[src/rtl/bit_serial_adder_pkg.sv]
// Shared definitions for the bit-serial adder.
// Contents: the FSM state type, the default operand width, and the bit-counter width.
package bit_serial_adder_pkg;

  typedef enum logic [1:0] {
    IDLE = 2'd0,
    RUN  = 2'd1,
    DONE = 2'd2
  } state_e;

  localparam int unsigned DEFAULT_WIDTH = 32;
  localparam int unsigned DEFAULT_CNT_W = $clog2(DEFAULT_WIDTH);

  // Width of a counter that holds bit indices 0..w-1.
  function automatic int unsigned cnt_width(input int unsigned w);
    return (w < 2) ? 1 : $clog2(w);
  endfunction

endpackage

[src/rtl/bit_serial_adder_fa.sv]
// One-bit full adder used as the single arithmetic element of the serial datapath.
// Ports: A, B  - addend bits
//        cin   - carry in
//        sum   - sum bit
//        cout  - carry out
module FullAdder (
  input  logic A,
  input  logic B,
  input  logic cin,
  output logic sum,
  output logic cout
);

  logic p;

  assign p    = A ^ B;
  assign sum  = p ^ cin;
  assign cout = (A & B) | (cin & p);

endmodule

[src/rtl/bit_serial_adder.sv]
// Bit-serial adder/subtractor: one result bit per clock through a single full adder.
// Ports: clk, rst_n           - clock, asynchronous active-low reset
//        start_valid/ready    - operation handshake; op_a, op_b, sub are sampled on acceptance
//        res_valid/ready      - result handshake
//        result               - A+B or A-B modulo 2^WIDTH
//        carry                - carry out of the MSB (for subtract, 1 = no borrow)
//        overflow             - two's-complement signed overflow
//        zero                 - result equals 0
module bit_serial_adder
  import bit_serial_adder_pkg::*;
#(
  parameter int unsigned WIDTH = DEFAULT_WIDTH
) (
  input  logic             clk,
  input  logic             rst_n,
  input  logic             start_valid,
  output logic             start_ready,
  input  logic [WIDTH-1:0] op_a,
  input  logic [WIDTH-1:0] op_b,
  input  logic             sub,
  output logic             res_valid,
  input  logic             res_ready,
  output logic [WIDTH-1:0] result,
  output logic             carry,
  output logic             overflow,
  output logic             zero
);

  localparam int unsigned      CNT_W = cnt_width(WIDTH);
  localparam logic [CNT_W-1:0] LAST  = CNT_W'(WIDTH - 1);

  state_e           state_q, state_d;
  logic [CNT_W-1:0] cnt_q, cnt_d;
  logic [WIDTH-1:0] a_q, a_d;
  logic [WIDTH-1:0] b_q, b_d;
  logic             cy_q, cy_d;
  logic [WIDTH-1:0] res_q, res_d;
  logic             carry_q, carry_d;
  logic             ovf_q, ovf_d;
  logic             zero_q, zero_d;

  logic             fa_sum;
  logic             fa_cout;

  FullAdder u_fa (
    .A    (a_q[0]),
    .B    (b_q[0]),
    .cin  (cy_q),
    .sum  (fa_sum),
    .cout (fa_cout)
  );

  always_comb begin
    state_d     = state_q;
    cnt_d       = cnt_q;
    a_d         = a_q;
    b_d         = b_q;
    cy_d        = cy_q;
    res_d       = res_q;
    carry_d     = carry_q;
    ovf_d       = ovf_q;
    zero_d      = zero_q;
    start_ready = 1'b0;
    res_valid   = 1'b0;

    case (state_q)
      IDLE: begin
        start_ready = 1'b1;
        if (start_valid) begin
          a_d     = op_a;
          // Subtract as A + ~B + 1: the +1 enters through the initial carry.
          b_d     = sub ? ~op_b : op_b;
          cy_d    = sub;
          cnt_d   = '0;
          state_d = RUN;
        end
      end

      RUN: begin
        a_d   = a_q >> 1;
        b_d   = b_q >> 1;
        cy_d  = fa_cout;
        res_d = {fa_sum, res_q[WIDTH-1:1]};
        cnt_d = cnt_q + CNT_W'(1);
        if (cnt_q == LAST) begin
          // cy_q still holds the carry into the MSB on this edge.
          carry_d = fa_cout;
          ovf_d   = cy_q ^ fa_cout;
          zero_d  = (res_d == '0);
          cnt_d   = '0;
          state_d = DONE;
        end
      end

      DONE: begin
        res_valid = 1'b1;
        if (res_ready) begin
          state_d = IDLE;
        end
      end

      default: begin
        state_d = IDLE;
      end
    endcase
  end

  always_ff @(posedge clk or negedge rst_n) begin
    if (!rst_n) begin
      state_q <= IDLE;
      cnt_q   <= '0;
      a_q     <= '0;
      b_q     <= '0;
      cy_q    <= 1'b0;
      res_q   <= '0;
      carry_q <= 1'b0;
      ovf_q   <= 1'b0;
      zero_q  <= 1'b0;
    end else begin
      state_q <= state_d;
      cnt_q   <= cnt_d;
      a_q     <= a_d;
      b_q     <= b_d;
      cy_q    <= cy_d;
      res_q   <= res_d;
      carry_q <= carry_d;
      ovf_q   <= ovf_d;
      zero_q  <= zero_d;
    end
  end

  assign result   = res_q;
  assign carry    = carry_q;
  assign overflow = ovf_q;
  assign zero     = zero_q;

endmodule

[config.mk]
export PLATFORM = sky130hd
export DESIGN_NAME = bit_serial_adder
export DESIGN_NICKNAME = d
export VERILOG_FILES = /design/src/rtl/bit_serial_adder_pkg.sv /design/src/rtl/bit_serial_adder_fa.sv /design/src/rtl/bit_serial_adder.sv
export SDC_FILE = /design/constraint.sdc
export NUM_CORES = 1
export LEC_CHECK = 0
export ABC_AREA = 1
export BUFFER_PORTS_ARGS = -buffer_cell sky130_fd_sc_hd__clkbuf_2
export CAP_MARGIN = 20
export CORE_MARGIN = 2
export CORE_UTILIZATION = 25
export DETAILED_ROUTE_END_ITERATION = 10
export PLACE_DENSITY = 0.46
export SKIP_LAST_GASP = 1
export SYNTH_ARGS = -nofsm -noshare
export SYNTH_HDL_FRONTEND = slang
export SYNTH_SLANG_ARGS = --single-unit
[constraint.sdc]
create_clock -name clk -period 4.5 [get_ports clk]
set_clock_uncertainty 0.2 [all_clocks]
set_input_delay 0.675 -clock clk [delete_from_list [all_inputs] [get_ports clk]]
set_output_delay 0.675 -clock clk [all_outputs]
set_load 0.01 [all_outputs]
==> flow_metrics.env <==
export IMPL_status="finished clean"
export IMPL_fin_crit_ns=2.52
export IMPL_yosysTopAreaCellShare_pct=54.3
export IMPL_postLayoutCoreUtil_pct=30.5
export IMPL_wl_per_cell_um=13.4
export IMPL_cp_end_kind="flip-flop"
export IMPL_synth_area_top_cells="dfrtp_1, nand2_1, inv_1"
export IMPL_hold_buffers=0
export IMPL_die_w_um=144
export IMPL_placed_cell_area_um2=5600
export IMPL_final_hold_viol_count=0
export IMPL_crit_type="flip-flop to flip-flop"
export IMPL_grt_pass1_vias=3759
export IMPL_crit_fanout=47
export IMPL_ys_ff_latch=107
export IMPL_cp_required_ns=4.57
export IMPL_num_vias=3874
export IMPL_timing_final_ws_setup_ns=1.98
export IMPL_slew_viol_final=0
export IMPL_max_freq_ghz=0.396
export IMPL_max_slew_margin_pct=34.4
export IMPL_vias_per_cell=4.30
export IMPL_whs_ns=0.0104
export IMPL_worstPathArrival_ns=2.59
export IMPL_gp_congestion=0.747
export IMPL_dp_cells=887
export IMPL_grt_max_degree=49
export IMPL_place_ws_ns=1.94
export IMPL_final_nets=705
export IMPL_synth_most_common_cell="nand2_1"
export IMPL_ir_drop_v=0.000203
export IMPL_portBuffers=105
export IMPL_drv_cap=0
export IMPL_cts_resized=0
export IMPL_postSynthCellCount=543
export IMPL_register_area_um2=2680
export IMPL_yosys_warnings=0
export IMPL_worstMarginPinSlew_ns=0.984
export IMPL_drive_above_1_share_pct=21.4
export IMPL_placeableCoreArea_um2=19400
export IMPL_avgSynthCellArea_um2=9.08
export IMPL_design_area_um2=5910
export IMPL_synth_distinct_cells=31
export IMPL_syn_to_final_growth_pct=19.9
export IMPL_grt_pass1_wl_um=19100
export IMPL_setup_viol=0
export IMPL_async_flop_share_pct=100
export IMPL_antenna_found_initial=0
export IMPL_dp_hpwl_um=8530
export IMPL_layoutNonFillerInstCount=901
export IMPL_netlist_area_um2=4930
export IMPL_nFillCells=2125
export IMPL_drc=0
export IMPL_period_share_pct=56.1
export IMPL_first_pass_iters=4
export IMPL_synthFlopType="dfrtp_1"
export IMPL_grt_usage_pct=11.8
export IMPL_holdCritPathClass="input pin to async pin"
export IMPL_yosys_area_top_type="dfrtp_1"
export IMPL_rsz0062_at_grt="false"
export IMPL_clk_latency_ns=0.35
export IMPL_cts_tree="done"
export IMPL_clock_path_buffers=2
export IMPL_fin_total_pwr_mw=3.81
export IMPL_crit_family="buffers and inverters"
export IMPL_drtAntennaViolNets=0
export IMPL_post_cts_buffers=0
export IMPL_critical_path_buf_inv_count=3
export IMPL_power_leakage_nw=2.87
export IMPL_finalSetupTns_ns=0
export IMPL_seq_area_frac_synth_pct=54.3
export IMPL_io_pins=106
export IMPL_wirelength_um=12100
export IMPL_power_density_nw_per_um2=645
export IMPL_ctsHtreeMaxLevel=3
export IMPL_row_count=51
export IMPL_path_clk_slew_ns=0.07
export IMPL_max_stage_delay_ns=0.75
export IMPL_start_util_pct=25.4
export IMPL_root_buffer="clkbuf_16"
export IMPL_path_cells="inv_1 > nand2_2 > inv_2 > buf_4 > nand2_1 > o211ai_2"
export IMPL_synthTopCellsByCount="nand2_1, dfrtp_1, inv_1"
export IMPL_crit_path_top_delay_cell="inv_2"
export IMPL_multiInputGateArea_um2=1830
export IMPL_synth_fp_nets=615
export IMPL_die_area_um2=20900
export IMPL_dr_first_iter_drc_count=214
export IMPL_die_y_um=144
export IMPL_worst_setup_path_start_kind="flip-flop"
export IMPL_overflow=0
export IMPL_synth_edf_count=0
export IMPL_cts_buffers=9
export IMPL_antennaDiodeCount=0
export IMPL_cts_sinks=107
[cells by family after synthesis]
family | share of synthesized area, %
simple gates | 18.9
buf+inv | 8.63
flops | 54.3
xor+xnor | 5.86
compound gates | 11.2
fa+ha+maj | 0.913
mux | 0.228
[layer usage]
layer	wire length, um	GRT usage [%]	vias to the layer above
met2	5590	19.0	90
met3	600	3.38	5
met4	101	2.76	0
met5	0	0	-
li1	-	-	1920
met1	5780	15.7	1859
[final timing paths]
| path | start | endpoint | slack [ns] | cells past startpoint |
|---|---|---|---|---|
| max in group asynchronous | rst_n | a_q[9]$_DFFE_PN0P_ | 3.17 | 2 |
| min in group clk | a_q[16]$_DFFE_PN0P_ | a_q[16]$_DFFE_PN0P_ | 0.28 | 2 |
| setup / recovery | state_q[1]$_DFFE_PN0P_ | a_q[1]$_DFFE_PN0P_ | 1.98 | 6 |
| hold reg to reg | a_q[16]$_DFFE_PN0P_ | a_q[16]$_DFFE_PN0P_ | 0.28 | 2 |
| hold / removal | rst_n | b_q[20]$_DFFE_PN0P_ | 0.01 | 1 |
| setup reg to reg | state_q[1]$_DFFE_PN0P_ | a_q[1]$_DFFE_PN0P_ | 1.98 | 6 |
[layout make-up]
type,instances,share of cell area [%]
Clock buffer,10,4.04
Clock inverter,4,1.25
Inverter,52,3.30
Multi-Input combinational cell,353,30.9
Sequential cell,107,45.3
Tap cell,265,5.61
Timing Repair Buffer,110,9.57
[cell usage in the layout (no fill, tap or decap), drive strengths merged]
cell and n:
a21oi 3, a22o 1, a22oi 8, buf 6, bufinv 2, clkbuf 114
clkinv 1, dfrtp 107, fa 1, ha 2, inv 53, mux2 1
nand2 177, nand3 31, nand4 1, nor2 21, nor3 2, o211ai 4
o21ai 44, o221ai 22, o31ai 1, or2 1, xnor2 18, xor2 15
[power breakdown]
part           total [mW]  internal [mW]  leakage [nW]  switching [mW]
registers            1.61           1.36          1.38           0.252
clock network       0.852          0.498         0.155           0.354
logic                1.35          0.514          1.34           0.834
total                3.81           2.37          2.87            1.44
[sequential cells by signal, summed over array words and instances (netlist names)]
| register | flops |
|---|---|
| a_q | 32 |
| b_q | 32 |
| result | 32 |
| cnt_q | 5 |
| state_q | 2 |
| carry | 1 |
| cy_q | 1 |
| overflow | 1 |
| zero | 1 |
Note: power is estimated with default switching activity, not from simulation.
